<file path="src/rtl/ibex_fpr_wb_sched.sv">
// ibex_fpr_wb_sched
//
// Write-back scheduler for long-latency register writes. It tracks which
// destination registers have a result outstanding, steers decode away from
// reading them, picks one of two result sources (FPU / LSU) per cycle
// round-robin, and drives a single registered write port into the register
// file.
//
// Ports
//   clk_i, rst_ni                  clock, asynchronous active-low reset
//   issue_valid_i/issue_rd_i       long-latency op issuing to a destination
//   issue_ready_o                  issue accepted this cycle
//   fpu_valid_i/rd/wdata, fpu_ready_o   FPU result channel
//   lsu_valid_i/rd/wdata, lsu_ready_o   load result channel
//   raddr_a/b/c_i, ren_i           decode read ports and their enables
//   hazard_o                       an enabled read targets a pending register
//   rf_we_o/rf_waddr_o/rf_wdata_o  register-file write port (1-cycle latency)
//   idle_o                         nothing outstanding and nothing in flight
module ibex_fpr_wb_sched #(
    parameter int unsigned DataWidth      = 32,
    parameter int unsigned MaxOutstanding = 4,
    parameter bit          ZeroReg0       = 1'b1
) (
    input  logic                 clk_i,
    input  logic                 rst_ni,
    input  logic                 issue_valid_i,
    input  logic [4:0]           issue_rd_i,
    output logic                 issue_ready_o,
    input  logic                 fpu_valid_i,
    input  logic [4:0]           fpu_rd_i,
    input  logic [DataWidth-1:0] fpu_wdata_i,
    output logic                 fpu_ready_o,
    input  logic                 lsu_valid_i,
    input  logic [4:0]           lsu_rd_i,
    input  logic [DataWidth-1:0] lsu_wdata_i,
    output logic                 lsu_ready_o,
    input  logic [4:0]           raddr_a_i,
    input  logic [4:0]           raddr_b_i,
    input  logic [4:0]           raddr_c_i,
    input  logic [2:0]           ren_i,
    output logic                 hazard_o,
    output logic                 rf_we_o,
    output logic [4:0]           rf_waddr_o,
    output logic [DataWidth-1:0] rf_wdata_o,
    output logic                 idle_o
);

    localparam logic [2:0] MaxCnt = 3'(MaxOutstanding);

    // Saturating up/down counter step; simultaneous inc and dec cancel.
    function automatic logic [2:0] cnt_sat(input logic [2:0] cnt,
                                           input logic       inc,
                                           input logic       dec);
        logic [2:0] res;
        res = cnt;
        if (inc && !dec && (cnt < MaxCnt)) begin
            res = cnt + 3'd1;
        end else if (dec && !inc && (cnt != 3'd0)) begin
            res = cnt - 3'd1;
        end
        return res;
    endfunction

    logic [31:0]          busy_q;
    logic [31:0]          busy_d;
    logic [2:0]           cnt_q;
    logic                 prio_q;

    // Write stage: vld_p1 marks any accepted result (including x0 writes that
    // are suppressed), we_p1 is the actual register-file write strobe.
    logic                 vld_p1;
    logic                 we_p1;
    logic [4:0]           waddr_p1;
    logic [DataWidth-1:0] wdata_p1;

    logic                 issue_hs;
    logic                 issue_tracked;
    logic                 gnt_fpu;
    logic                 gnt_lsu;
    logic                 acc_p0;
    logic [4:0]           acc_rd_p0;
    logic [DataWidth-1:0] acc_data_p0;
    logic                 acc_we_p0;

    // ---- Stage 0: issue check, source arbitration ----
    assign issue_ready_o = !busy_q[issue_rd_i] && (cnt_q < MaxCnt);
    assign issue_hs      = issue_valid_i && issue_ready_o;
    assign issue_tracked = issue_hs && !(ZeroReg0 && (issue_rd_i == 5'd0));

    assign gnt_fpu = fpu_valid_i && (!lsu_valid_i || !prio_q);
    assign gnt_lsu = lsu_valid_i && (!fpu_valid_i || prio_q);

    assign fpu_ready_o = gnt_fpu;
    assign lsu_ready_o = gnt_lsu;

    assign acc_p0      = gnt_fpu || gnt_lsu;
    assign acc_rd_p0   = gnt_fpu ? fpu_rd_i : lsu_rd_i;
    assign acc_data_p0 = gnt_fpu ? fpu_wdata_i : lsu_wdata_i;
    assign acc_we_p0   = acc_p0 && !(ZeroReg0 && (acc_rd_p0 == 5'd0));

    // Commit clears first so a same-edge re-issue of that register wins.
    always_comb begin
        busy_d = busy_q;
        if (we_p1) begin
            busy_d[waddr_p1] = 1'b0;
        end
        if (issue_tracked) begin
            busy_d[issue_rd_i] = 1'b1;
        end
    end

    always_comb begin
        hazard_o = (ren_i[0] && busy_q[raddr_a_i]) ||
                   (ren_i[1] && busy_q[raddr_b_i]) ||
                   (ren_i[2] && busy_q[raddr_c_i]);
    end

    always_ff @(posedge clk_i or negedge rst_ni) begin
        if (!rst_ni) begin
            busy_q   <= '0;
            cnt_q    <= '0;
            prio_q   <= 1'b0;
            vld_p1   <= 1'b0;
            we_p1    <= 1'b0;
            waddr_p1 <= '0;
            wdata_p1 <= '0;
        end else begin
            busy_q <= busy_d;
            cnt_q  <= cnt_sat(cnt_q, issue_hs, vld_p1);
            if (gnt_fpu) begin
                prio_q <= 1'b1;
            end else if (gnt_lsu) begin
                prio_q <= 1'b0;
            end
            // ---- Stage 1: registered write port ----
            vld_p1 <= acc_p0;
            we_p1  <= acc_we_p0;
            if (acc_p0) begin
                waddr_p1 <= acc_rd_p0;
                wdata_p1 <= acc_data_p0;
            end
        end
    end

    assign rf_we_o    = we_p1;
    assign rf_waddr_o = waddr_p1;
    assign rf_wdata_o = wdata_p1;
    assign idle_o     = (cnt_q == 3'd0) && !we_p1;

endmodule

</file>
<file path="config.mk">
export PLATFORM = sky130hd
export DESIGN_NAME = ibex_fpr_wb_sched
export DESIGN_NICKNAME = d
export VERILOG_FILES = /design/src/rtl/ibex_fpr_wb_sched.sv
export SDC_FILE = /design/constraint.sdc
export NUM_CORES = 1
export LEC_CHECK = 0
export CAP_MARGIN = 20
export CORE_MARGIN = 5
export CORE_UTILIZATION = 25
export CTS_CLUSTER_DIAMETER = 120
export DETAILED_ROUTE_END_ITERATION = 8
export PLACE_DENSITY = 0.57
export SLEW_MARGIN = 20
export SYNTH_ARGS = -nofsm -noshare
export SYNTH_HDL_FRONTEND = slang
export SYNTH_SLANG_ARGS = --single-unit
export TNS_END_PERCENT = 20
</file>
<file path="constraint.sdc">
create_clock -name clk_i -period 2.5 [get_ports clk_i]
set_input_delay 0.375 -clock clk_i [delete_from_list [all_inputs] [get_ports clk_i]]
set_output_delay 0.375 -clock clk_i [all_outputs]
set_load 0.1 [all_outputs]
</file>
**Word-level counts from Yosys, hierarchy flattened**

Index checks and enable logic that the tools add are counted.

- Input port bits: 102
- Word-level logic and storage cells: 76
- Latch bits: 0
- Output and inout port bits: 43
- Memories: 0
- Register bits after elaboration: 75
- RAM bits: 0
- Memory bits (read-only): 0

- Multiplexer cells: 20
- Shift operators: 0
- Bitwise operators: 3
- Eq/ne operators: 0
- Multipliers: 0
- Divide/modulo/power cells: 0
- $lt $le $gt $ge: 8
- $add $sub $neg: 2
- Reduce and logical (&&, ||, !) cells: 36

Operator list:

| operator | number |
|---|---|
| 32-bit two-way mux | 3 |
| 32-bit AND | 1 |
| 32-bit NOT | 1 |
| 32-bit bitwise OR | 1 |
| 5-bit by 6-bit < comparator with 1-bit output (second input constant) | 5 |
| 1-bit binary-select mux with 5-bit select | 4 |
| 1-bit logical AND | 16 |
| 1-bit demux with 5-bit select | 2 |
| 5-bit by 1-bit >= comparator with 1-bit output (second input constant) | 2 |
| 5-bit logical NOT | 2 |
| 1-bit logical NOT | 9 |
| 1-bit two-way mux | 8 |
| 3-bit two-way mux | 2 |
| 1-bit logical OR | 5 |
| 5-bit two-way mux | 1 |
| 2-bit nonzero test | 2 |
| 3-bit by 1-bit adder with 3-bit output (second input constant) | 1 |
| 3-bit logical NOT | 1 |
| 3-bit < comparator (second input constant) | 1 |
| 3-bit nonzero test | 1 |
| 3-bit by 1-bit subtractor with 3-bit output (second input constant) | 1 |

**Depth between registers and ports, before layout**

- Depth after elaboration: 10
- Mapped depth: 11

**Least setup slack after synthesis**

No wires, ideal clock.

- Path type: register to output
- Start: register we_p1, in the netlist rf_we_o
- End: output idle_o
- Path slack: -1.677 ns
- Cell stages (with the launch flop): 2
- Buffers on the path: 0
- Arrival: 3.802 ns
- Cell sequence: dfrtp_1 nor4_1

- Cells in the longest elaborated chain, start to end: 2

Ends and longest elaborated chain:

| element | line | text |
|---|---|---|
| start, declared | 72 | `logic we_p1;` |
| start signal, assigned | 137 | `we_p1 <= acc_we_p0;` |
| 1-bit logical NOT | 148 | `assign idle_o = (cnt_q == 3'd0) && !we_p1;` |
| 1-bit logical AND | 148 |  |
| end, declared | 45 | `output logic idle_o` |

Every way passes these cells.

**Worst setup path in the final report**

- Start: register busy_q[3]
- End: output hazard_o

- Cells in the longest elaborated chain, start to end: 5
- Elaborated cells on any way between the ends: 11

Ends and longest elaborated chain:

| element | line | text |
|---|---|---|
| start, declared | 64 | `logic [31:0] busy_q;` |
| start signal, assigned | 128 | `busy_q <= busy_d;` |
| 1-bit binary-select mux with 5-bit select (on tied branches) | 113, 114 |  |
| 1-bit two-way mux (on tied branches) | 113, 114 |  |
| 1-bit logical AND (on tied branches) | 113, 114 |  |
| 1-bit logical OR | 113 | `hazard_o = (ren_i[0] && busy_q[raddr_a_i]) \|\|` |
| 1-bit logical OR * | 114 | `(ren_i[1] && busy_q[raddr_b_i]) \|\|` |
| end, declared | 41 | `output logic hazard_o,` |

Every way passes the cells marked *; elsewhere a longest branch is shown, timed or not. The select of a mux whose other input is x is not followed.

==> reports/metrics.yaml <==
outcome:
  status: "finished, violations left"
  violations: "setup timing"
synthesis:
  synth-compound-area-share: 0.217
  synth_seq_area_share: 0.393
  synth.cell_area_mm2: 0.00478
  ys.flop_type: "dfrtp_1"
  synth_adder_area_share: 0.00419
  ys_ff_latch: 75
  synth_edf_count: 0
  async_flop_share: 1.00
  yosysUniqueCellTypes: 50
  synth_top_family_by_area: "compound AO/OA/AOI/OAI gates"
  synthMuxAreaShare: 0.208
  syn_inst: 483
  syn_nets: 586
  synthSimpleGateAreaFrac: 0.109
  yosys_warnings: 0
  synth_xor_area_frac: 0.00183
  synth.avg_cell_area_um2: 9.89
placement:
  dp_cells: 877
  placed_area_mm2: 0.00682
  dpl.hpwl_mm: 12.1
  numPortBuffers: 144
  gp_congestion: 0.854
route:
  drt-initial-drc-count: 304
  num_vias: 4715
  wl_per_cell_um: 17.7
  via_per_inst: 5.22
  firstDrtPassIters: 4
  ant_nets: 0
  drt_drc_violations_left: 0
  drt_wl_total_mm: 16.0
clock_tree:
  clk_pin_slew_ns: 0.06
  cts-root-buf: "clkbuf_16"
  clk_path_buf_depth: 2
  clk_latency_ns: 0.34
  cts_buffers: 9
  htree_levels: 3
  hold_buffers: 0
  tritoncts: "built"
  cts.sink_count: 75
worst_setup_path:
  crit_path_start_kind: "register"
  path_class: "reg -> out"
  reg2reg_to: "cnt_q[2]"
  rrSetupSlack_ns: -0.31
  crit_path_end_kind: "primary output"
  critical_path_arrival_ns: 2.48
  crit_path_max_fanout: 4
  endpoint: "hazard_o"
  crit_start: "busy_q[3]"
  r2r_start: "busy_q[19]"
  reg2regPathDepth: 10
  critPathRequiredTime_ns: 2.12
global_routing:
  grt_util_all_layers: 0.149
  antenna_found_initial: 0
  grt_pass1_wl_mm: 26.5
  grt_pass1_vias: 4898
  gr-total-overflow: 0
  grt_max_degree: 97
power_and_ir_drop:
  peakVddDrop_mv: 0.342
  power.density_mw_per_mm2: 920
  power_mw: 6.65
  p_leak_nw: 3.00
cells_and_area:
  fill_cells: 1835
  multiInputGateArea_mm2: 0.00263
  area_delta_synth_final_pct: 51.5
  layout.nets: 768
  regArea_mm2: 0.00188
  drive_above_1_share: 0.291
  diodes: 0
  instances_no_fill: 904
  final_area_mm2: 0.00723
floorplan:
  rows: 50
  fp.dieArea_mm2: 0.0220
  ioPinCount: 145
  dieWidth_um: 148
  start_util: 0.254
  die_y_um: 148
  coreArea_mm2: 0.0188
run:
  max_cap_violations: 0
timing:
  setup_viol: 4
  slew_viol_final: 0
  setup_ws_ns: -0.359
  skew_ns: 0.0101
  grt_setup_unrepaired: "true"
  slew_headroom: 0.720
  finalHoldViolCount: 0
  max_freq_ghz: 0.350
  fin_crit_sh: 1.14
  hold_slack_ns: 0.0432
  worst_pin_slew_ns: 0.419
  period_needed_ns: 2.86
worst_hold_path:
  min_path_type: "in -> async"
-- power breakdown --
part / switching [mW] / total [mW] / internal, mW
logic: 1.89 / 3.53 / 1.64
registers: 0.313 / 1.89 / 1.57
clock network: 0.532 / 1.24 / 0.703
-- metrics by stage --
stage / TNS (ns) / utilization / setup slack (ns)
floorplan: -1.37 / - / -0.431
global placement: -14.23 / 0.364 / -0.988
global route: -1.35 / 0.385 / -0.431
detailed placement: -15.87 / 0.364 / -1.01
finish: -0.955 / 0.385 / -0.359
CTS: -1.10 / 0.385 / -0.387
-- routing by layer --
metal | GRT usage | routed length (um) | vias to the layer above
li1 | - | - | 2189
met1 | 0.194 | 6880 | 2303
met2 | 0.234 | 7230 | 207
met3 | 0.0582 | 1640 | 16
met4 | 0.0383 | 234 | 0
met5 | 0 | 0 | -
-- cells by family (layout without fill, tap and decap cells) --
kind of cell    after synthesis  in the layout
compound gates              175            175
simple gates                 96             96
buf+inv                      80            267
flops                        75             75
mux                          55             55
fa+ha+maj                     1              1
xor+xnor                      1              1
-- Yosys cell counts, drive strengths merged, types with 2 or more instances --
library cell / count / area [um2]
o21ai: 57 / 315
inv: 37 / 139
mux2: 2 / 22.5
and3b: 2 / 17.5
or3: 4 / 25.0
dfrtp: 75 / 1880
o22ai: 32 / 200
o211ai: 3 / 22.5
nand4: 2 / 27.5
nand3: 7 / 45.0
mux4: 35 / 792
or4: 3 / 26.3
nand3b: 8 / 60.1
a31oi: 32 / 200
nand2b: 3 / 18.8
nor2: 46 / 180
mux2i: 18 / 180
clkbuf: 34 / 128
a21oi: 38 / 190
buf: 8 / 50.1
or3b: 4 / 35.0
nand2: 10 / 40.0
o31ai: 7 / 52.6
nor3: 2 / 10.0
a22oi: 2 / 20.0
-- final cells by class --
cell class / count / area share
Timing Repair Buffer: 213 / 0.278
Clock buffer: 11 / 0.0336
Sequential cell: 75 / 0.259
Multi-Input combinational cell: 328 / 0.364
Inverter: 38 / 0.0197
Clock inverter: 5 / 0.00519
Tap cell: 234 / 0.0405
-- flip-flops by register name, indices dropped and copies added (netlist names) --
name and count:
vld_p1 1, rf_we_o 1, rf_wdata_o 32, busy_q 32
cnt_q 3, prio_q 1, rf_waddr_o 5
-- repair_timing --
action,in CTS,in global routing
setup endpoints to repair,28,4
buffers inserted,9,2
hold endpoints to repair,0,0
pin swaps,6,7
resized for setup,22,6
-- worst min-delay path by stage --
stage	startpoint	to	slack (ns)	cells past startpoint
global placement	rst_ni	rf_wdata_o[8]	0.43	2
detailed placement	rst_ni	rf_wdata_o[4]	0.43	2
CTS	rst_ni	rf_wdata_o[8]	0.06	2
finish	rst_ni	rf_wdata_o[7]	0.04	2
floorplan	rst_ni	busy_q[0]	0.08	0
global route	rst_ni	rf_wdata_o[7]	0.08	2
-- worst max-delay path: stages (launching register included) --
cell,delay [ns]
dfrtp_1,0.40
buf_4,0.16
mux4_2,0.47
mux4_2,0.47
mux2_4,0.28
a21oi_2,0.13
o21ai_2,0.08
buf_12,0.17
-- cells in the final DEF, fill, tap and decap left out, types with 3 or more instances in the layout --
cell type / count
buf_12: 12
mux2i_1: 18
inv_1: 37
a21oi_1: 37
buf_4: 94
dfrtp_1: 75
nor2_1: 44
dlygate4sd2_1: 3
buf_6: 7
nand2_1: 9
nand3b_1: 8
clkbuf_16: 9
o211ai_1: 3
nand3_1: 5
or3b_2: 3
nand2b_1: 3
o21ai_2: 9
o21ai_1: 7
a31oi_1: 32
o31ai_1: 7
clkdlybuf4s50_1: 93
mux4_2: 34
o21ai_0: 41
o22ai_1: 32
(Power assumes the default switching activity.)
